`src/rtl/proc_frame_ctrl_pkg.sv`:
```
// Shared definitions for the frame controller: state encoding, pixel modes,
// kernel width and the bit layout of the status word.
package proc_frame_ctrl_pkg;

  typedef enum logic [2:0] {
    ST_IDLE  = 3'd0,
    ST_LOAD  = 3'd1,
    ST_RUN   = 3'd2,
    ST_DRAIN = 3'd3,
    ST_DONE  = 3'd4
  } state_t;

  localparam logic [1:0] MODE_BYPASS = 2'b00;
  localparam logic [1:0] MODE_INVERT = 2'b01;
  localparam logic [1:0] MODE_CONV   = 2'b10;
  localparam logic [1:0] MODE_RSVD   = 2'b11;

  localparam int KERNEL_W = 72;

  localparam int STAT_STATE_LSB = 29;
  localparam int STAT_CFG_ERR   = 28;
  localparam int STAT_BUSY_ERR  = 27;
  localparam int STAT_ABORTED   = 26;
  localparam int STAT_FRAME_LSB = 16;
  localparam int STAT_PIX_LSB   = 0;

  // Convolution needs a full 3x3 neighbourhood, so tiny frames are rejected.
  function automatic logic cfg_valid(input logic [1:0] mode,
                                     input logic [31:0] width,
                                     input logic [31:0] height);
    logic ok;
    ok = 1'b1;
    if (mode == MODE_RSVD) ok = 1'b0;
    if (width == 32'd0 || height == 32'd0) ok = 1'b0;
    if (mode == MODE_CONV && (width < 32'd3 || height < 32'd3)) ok = 1'b0;
    return ok;
  endfunction

endpackage

```
`src/rtl/proc_frame_ctrl_frame_counter.sv`:
```
// Pixel counter with last-pixel detection plus the post-frame drain timer.
module frame_counter
  import proc_frame_ctrl_pkg::*;
#(
  parameter int DRAIN_CYCLES = 64,
  parameter int DIM_BITS     = 8
) (
  input  logic                clk_in,
  input  logic                rstn,
  input  logic                clear,
  input  logic                count_en,
  input  logic                drain_en,
  input  logic [DIM_BITS-1:0] width,
  input  logic [DIM_BITS-1:0] height,
  output logic [15:0]         pix_cnt,
  output logic                last_pix,
  output logic                drain_done
);

  localparam int DW = (DRAIN_CYCLES > 1) ? $clog2(DRAIN_CYCLES + 1) : 1;
  localparam logic [DW-1:0] DRAIN_LAST = DW'(DRAIN_CYCLES - 1);

  logic [15:0]   total;
  logic [DW-1:0] drain_cnt;

  assign total      = 16'(32'(width) * 32'(height));
  assign last_pix   = count_en && (pix_cnt == total - 16'd1);
  assign drain_done = drain_en && (drain_cnt == DRAIN_LAST);

  always_ff @(posedge clk_in or negedge rstn) begin
    if (!rstn) begin
      pix_cnt <= '0;
    end else if (clear) begin
      pix_cnt <= '0;
    end else if (count_en) begin
      pix_cnt <= pix_cnt + 16'd1;
    end
  end

  // The drain timer only runs while the controller sits in DRAIN.
  always_ff @(posedge clk_in or negedge rstn) begin
    if (!rstn) begin
      drain_cnt <= '0;
    end else if (!drain_en) begin
      drain_cnt <= '0;
    end else begin
      drain_cnt <= drain_cnt + DW'(1);
    end
  end

endmodule

```
`src/rtl/proc_frame_ctrl.sv`:
```
// Frame controller: validates and latches configuration, streams one frame of
// pixels to the processing datapath, drains, and reports completion.
module proc_frame_ctrl
  import proc_frame_ctrl_pkg::*;
#(
  parameter int DRAIN_CYCLES = 64,
  parameter int DIM_BITS     = 8
) (
  input  logic                clk_in,
  input  logic                rstn,
  input  logic                start,
  input  logic                abort,
  input  logic [1:0]          cfg_mode,
  input  logic [KERNEL_W-1:0] cfg_kernel,
  input  logic [DIM_BITS-1:0] cfg_width,
  input  logic [DIM_BITS-1:0] cfg_height,
  input  logic [7:0]          src_pixel,
  input  logic                src_valid,
  output logic                src_ready,
  output logic [7:0]          proc_pixel,
  output logic                proc_valid,
  input  logic                proc_ready,
  output logic [1:0]          proc_mode,
  output logic [KERNEL_W-1:0] proc_kernel,
  output logic                busy,
  output logic                done,
  output logic [31:0]         status
);

  state_t                state;
  logic [1:0]            lat_mode;
  logic [KERNEL_W-1:0]   lat_kernel;
  logic [DIM_BITS-1:0]   lat_width;
  logic [DIM_BITS-1:0]   lat_height;
  logic                  cfg_err;
  logic                  busy_err;
  logic                  aborted;
  logic [7:0]            frame_cnt;
  logic [15:0]           pix_cnt;
  logic                  last_pix;
  logic                  drain_done;
  logic                  in_run;
  logic                  handshake;
  logic                  cfg_ok;
  logic                  abort_hit;

  assign in_run     = (state == ST_RUN);
  assign proc_pixel = src_pixel;
  assign proc_valid = src_valid & in_run;
  assign src_ready  = proc_ready & in_run;
  assign handshake  = proc_valid & proc_ready;
  assign cfg_ok     = cfg_valid(cfg_mode, 32'(cfg_width), 32'(cfg_height));
  assign abort_hit  = abort & busy;

  frame_counter #(
    .DRAIN_CYCLES(DRAIN_CYCLES),
    .DIM_BITS    (DIM_BITS)
  ) u_frame_counter (
    .clk_in    (clk_in),
    .rstn      (rstn),
    .clear     (state == ST_LOAD),
    .count_en  (handshake),
    .drain_en  (state == ST_DRAIN),
    .width     (lat_width),
    .height    (lat_height),
    .pix_cnt   (pix_cnt),
    .last_pix  (last_pix),
    .drain_done(drain_done)
  );

  // The abort override sits after the case so it beats a same-cycle last pixel.
  always_ff @(posedge clk_in or negedge rstn) begin
    if (!rstn) begin
      state       <= ST_IDLE;
      lat_mode    <= MODE_BYPASS;
      lat_kernel  <= '0;
      lat_width   <= '0;
      lat_height  <= '0;
      proc_mode   <= MODE_BYPASS;
      proc_kernel <= '0;
      cfg_err     <= 1'b0;
      busy_err    <= 1'b0;
      aborted     <= 1'b0;
      frame_cnt   <= '0;
      busy        <= 1'b0;
      done        <= 1'b0;
    end else begin
      done <= 1'b0;
      if (start && state != ST_IDLE) busy_err <= 1'b1;
      case (state)
        ST_IDLE: begin
          if (start) begin
            if (cfg_ok) begin
              lat_mode   <= cfg_mode;
              lat_kernel <= cfg_kernel;
              lat_width  <= cfg_width;
              lat_height <= cfg_height;
              cfg_err    <= 1'b0;
              busy_err   <= 1'b0;
              aborted    <= 1'b0;
              busy       <= 1'b1;
              state      <= ST_LOAD;
            end else begin
              cfg_err <= 1'b1;
            end
          end
        end
        ST_LOAD: begin
          proc_mode   <= lat_mode;
          proc_kernel <= lat_kernel;
          state       <= ST_RUN;
        end
        ST_RUN: begin
          if (last_pix) state <= ST_DRAIN;
        end
        ST_DRAIN: begin
          if (drain_done && !abort) begin
            state     <= ST_DONE;
            busy      <= 1'b0;
            done      <= 1'b1;
            frame_cnt <= frame_cnt + 8'd1;
          end
        end
        ST_DONE: state <= ST_IDLE;
        default: state <= ST_IDLE;
      endcase
      if (abort_hit) begin
        state   <= ST_DONE;
        busy    <= 1'b0;
        done    <= 1'b1;
        aborted <= 1'b1;
      end
    end
  end

  always_comb begin
    status = '0;
    status[STAT_STATE_LSB +: 3] = state;
    status[STAT_CFG_ERR]        = cfg_err;
    status[STAT_BUSY_ERR]       = busy_err;
    status[STAT_ABORTED]        = aborted;
    status[STAT_FRAME_LSB +: 8] = frame_cnt;
    status[STAT_PIX_LSB +: 16]  = pix_cnt;
  end

endmodule
```
`config.mk`:
```
export PLATFORM = sky130hd
export DESIGN_NAME = proc_frame_ctrl
export DESIGN_NICKNAME = d
export VERILOG_FILES = /design/src/rtl/proc_frame_ctrl_pkg.sv /design/src/rtl/proc_frame_ctrl_frame_counter.sv /design/src/rtl/proc_frame_ctrl.sv
export SDC_FILE = /design/constraint.sdc
export NUM_CORES = 1
export LEC_CHECK = 0
export ABC_AREA = 1
export BUFFER_PORTS_ARGS = -buffer_cell sky130_fd_sc_hd__buf_2
export CAP_MARGIN = 0
export CORE_MARGIN = 8
export CORE_UTILIZATION = 55
export CTS_BUF_LIST = sky130_fd_sc_hd__clkbuf_8
export DETAILED_ROUTE_END_ITERATION = 8
export PLACE_DENSITY = 0.8
export SYNTH_ARGS = -nofsm -noshare
export SYNTH_HDL_FRONTEND = slang
export SYNTH_SLANG_ARGS = --single-unit
```
`constraint.sdc`:
```
create_clock -name clk_in -period 5.9 [get_ports clk_in]
set_input_delay 1.18 -clock clk_in [delete_from_list [all_inputs] [get_ports clk_in]]
set_output_delay 1.18 -clock clk_in [all_outputs]
set_load 0.02 [all_outputs]
```
==> implementation parameters <==
Parameter                              Value

Synthesis
  Seq/Total Area, Yosys ... 0.4724
  Post-Syn Instances ... about 1300
  Synth Area per Inst ... about 8.3 um^2
  Warnings, synthesis ... 0
  Flops & latches, synth ... 203
  Fraction of the mapped netlist area in simple logic gates ... 0.2200
  Mux share of post-synthesis cell area ... 0.001047
  Count of unique library cells instantiated by Yosys ... 35
  Netlist area before placement ... roughly 11000 um^2
  XOR/XNOR Fraction of Synth Area ... 0.01710
  Adder-cell share of the synthesized area ... 0.1252
  Combinational family with the most area after synthesis ... simple AND/OR/NAND/NOR gates
  Compound-Gate Fraction of Synth Area ... 0.06889

Critical path
  Critical-path maximum fanout ... 9
  Capture instance of the worst register-to-register path ... state[0]
  CP arrival ... 4.81 ns
  R2r worst-path depth ... 24
  CP startpoint ... lat_width[3]
  Worst setup EP type ... flip-flop
  Type of the setup path with the least slack ... flip-flop to flip-flop
  Critical register-to-register path startpoint ... lat_width[3]
  R2r setup slk ... approximately 1.5 ns
  Capturing instance or port of the critical path ... state[0]
  Startpoint types ... flip-flop
  Endpoint required time on the critical path ... about 6.3 ns

Final layout
  Share of layout cells above drive strength 1 ... 0.1832
  Area used by multi-input combinational logic ... 4668 um^2
  Final layout net count ... 1662
  Most frequent cells in the layout ... sky130_fd_sc_hd__nand2_1, sky130_fd_sc_hd__dfrtp_1, sky130_fd_sc_hd__buf_2
  Diodes inserted ... 0
  Most common cell after layout, fill and taps aside ... sky130_fd_sc_hd__nand2_1
  Area of all placed cells without fillers ... ~13000 um^2
  Core Util, Final ... 0.6478
  Number of filler cells placed in the layout ... 1616
  Area delta synth->final ... 16.48%
  FF+latch area ... 5080 um^2

Place
  Post-place setup slack ... 1.549 ns
  Post-DP HPWL ... 18.73 mm
  Placed standard-cell area ... 11860 um^2
  Routability Congestion ... around 0.87
  # port buffers ... 203

Floorplan
  CORE AREA ... between 15000 and 20000 um^2
  Io pins ... between 200 and 250
  Area of the die ... 24280 um^2
  Die Span X ... 155.8 um
  Number of rows in the core area ... between 50 and 60
  Die Span Y ... 155.8 um
  Initial core utilization ... 0.5561

Global routing
  Vias in the first global route ... around 9000
  Global-route wire length before repair ... 43.89 mm
  Total congestion overflow ... 0
  Total Routing Usage GR ... 0.2215
  Number of antenna violations at the first check in global routing ... 3
  Largest net degree at the start of global routing ... 122

Detailed routing
  Final wirelength ... 25.76 mm
  Via count ... 8787
  Detail Route Antenna Nets ... 0
  Average vias per placed instance ... 4.990
  Initial DRC Count ... approximately 480
  Average wire per standard cell ... 14.63 um
  DRC violation count after routing ... 0
  First-pass iteration count of the detailed router ... 5

Timing
  Total negative slack for setup checks ... 0 ns
  Final worst clock skew ... 0.01661 ns
  Endpoints failing setup ... 0
  Final hold vios ... 0
  Final period util ... 0.7398
  RSZ-0062 raised after global routing ... false
  Tightest Pin Transition ... roughly 1.1 ns
  Max_slew headroom ... 0.2848
  Post-layout min period ... 4.365 ns
  Final worst setup slack ... 1.535 ns
  Highest clock rate ... about 230 MHz
  Max Slew Vio Count ... 0

Min path
  Class of the worst hold path ... flip-flop to flip-flop

Clock network
  Hold buffers post-CTS ... 0
  # clock sinks ... 203
  Skew-Pair Late Insertion Delay ... ~0.5 ns
  TritonCTS clock tree ... yes
  Clock Tree Root ... sky130_fd_sc_hd__clkbuf_8
  Number of levels in the clock H-tree ... 2
  Number of CTS-inserted buffers ... 34
  Post-CTS repair timing setup buffer count ... 0
  Longest Clk Path Bufs ... 3
  Clock transition at the registers of the reported paths ... approximately 0.060 ns
  Number of resized instances in the post-cts repair step ... 0

Run status
  Result of the run ... complete, no violations

Run
  Max Cap Violations ... 0
[synthesized netlist by cell type, drive strengths merged]
cell type  number  area share
nand3b          1     0.00070
fa             41       0.076
nand2b          1     0.00058
nand3          39       0.019
and2            1     0.00058
buf            22       0.013
nor3           11      0.0076
o21ai         113       0.053
and3            3      0.0017
xnor2           9      0.0073
a211oi          3      0.0021
o21bai          1     0.00070
dfrtp         203        0.47
ha             42       0.049
xor2           12      0.0098
inv           191       0.067
mux2            1      0.0010
nor2           38       0.015
clkbuf         43       0.015
nand4           9      0.0052
or2             2      0.0012
nand2         480        0.17
o211ai          1     0.00070
a21oi          25       0.012
conb            1     0.00035
a31oi           2      0.0012
[cell type report]
type                       instances  area share
tap                              265     0.02647
clock inverter                    16    0.007992
timing repair buffer             208     0.08482
sequential                       203      0.4056
inverter                         191     0.05734
multi-input combinational        837      0.3727
clock buffer                      41     0.04505
[flip-flops by register name (all words and copies together), names as in the netlist]
name                       flops
aborted                        1
busy                           1
busy_err                       1
cfg_err                        1
done                           1
frame_cnt                      8
lat_height                     8
lat_kernel                    72
lat_mode                       2
lat_width                      8
proc_kernel                   72
proc_mode                      2
state                          3
u_frame_counter.drain_cnt      7
u_frame_counter.pix_cnt       16
[routing by layer]
metal | part of all wire | track usage | vias up | routed length [um]
met3 | 0.076 | 0.06953 | 60 | 1960
met2 | 0.49 | 0.3708 | 265 | 12630
met5 | 0.0012 | 0 | - | 30
li1 | - | - | 4301 | -
met1 | 0.41 | 0.2658 | 4155 | 10450
met4 | 0.027 | 0.07625 | 6 | 693
[cell families (layout without fill, tap and decap cells)]
kind of cell	after synthesis	in the layout
compound gates	145	145
xor+xnor	21	21
fa+ha+maj	83	83
buf+inv	256	456
flops	203	203
mux	1	1
other cells	1	2
simple gates	585	585
[worst max-delay path, cell delays in order (launching register included)]
cell	delay, ns
sky130_fd_sc_hd__dfrtp_1	0.49
sky130_fd_sc_hd__nand2_1	0.12
sky130_fd_sc_hd__fa_1	0.52
sky130_fd_sc_hd__fa_1	0.51
sky130_fd_sc_hd__inv_1	0.05
sky130_fd_sc_hd__fa_1	0.47
sky130_fd_sc_hd__inv_1	0.06
sky130_fd_sc_hd__fa_1	0.53
sky130_fd_sc_hd__inv_1	0.04
sky130_fd_sc_hd__ha_1	0.35
sky130_fd_sc_hd__nand2_1	0.10
sky130_fd_sc_hd__nand2_1	0.06
sky130_fd_sc_hd__inv_1	0.07
sky130_fd_sc_hd__nand2_1	0.10
sky130_fd_sc_hd__nand2_1	0.10
sky130_fd_sc_hd__nand2_1	0.05
sky130_fd_sc_hd__nand2_1	0.05
sky130_fd_sc_hd__nand2_1	0.05
sky130_fd_sc_hd__nor2_1	0.11
sky130_fd_sc_hd__nand3_1	0.09
sky130_fd_sc_hd__nor2_1	0.11
sky130_fd_sc_hd__nand3_1	0.08
sky130_fd_sc_hd__nand2_1	0.06
sky130_fd_sc_hd__nand3_1	0.06
sky130_fd_sc_hd__nand2_1	0.06
[per-stage QoR]
| stage | std cells | hold slack [ns] |
|---|---|---|
| 6_report | 1761 | 0.4606 |
| 5_1_grt | 1761 | 0.4813 |
| 4_1_cts | 1761 | 0.4634 |
| 3_5_place_dp | 1704 | 0.4532 |
| 3_3_place_gp | 1704 | 0.4481 |
| 2_1_floorplan | 1296 | 0.4319 |
[how the worst min path moves through the flow]
stage                                             from                            to  slack (ns)  depth (start not counted)
after global placement    u_frame_counter.drain_cnt[0]  u_frame_counter.drain_cnt[0]        0.45                          1
after detailed placement               proc_kernel[68]               proc_kernel[68]        0.45                          2
after floorplan           u_frame_counter.drain_cnt[0]  u_frame_counter.drain_cnt[0]        0.43                          1
after global routing                   proc_kernel[68]               proc_kernel[68]        0.48                          2
after CTS                 u_frame_counter.drain_cnt[0]  u_frame_counter.drain_cnt[0]        0.46                          1
final                     u_frame_counter.drain_cnt[0]  u_frame_counter.drain_cnt[0]        0.46                          1
Power is not shown: default switching activity piles up to over one toggle a cycle in this logic, so the estimate is an artifact.
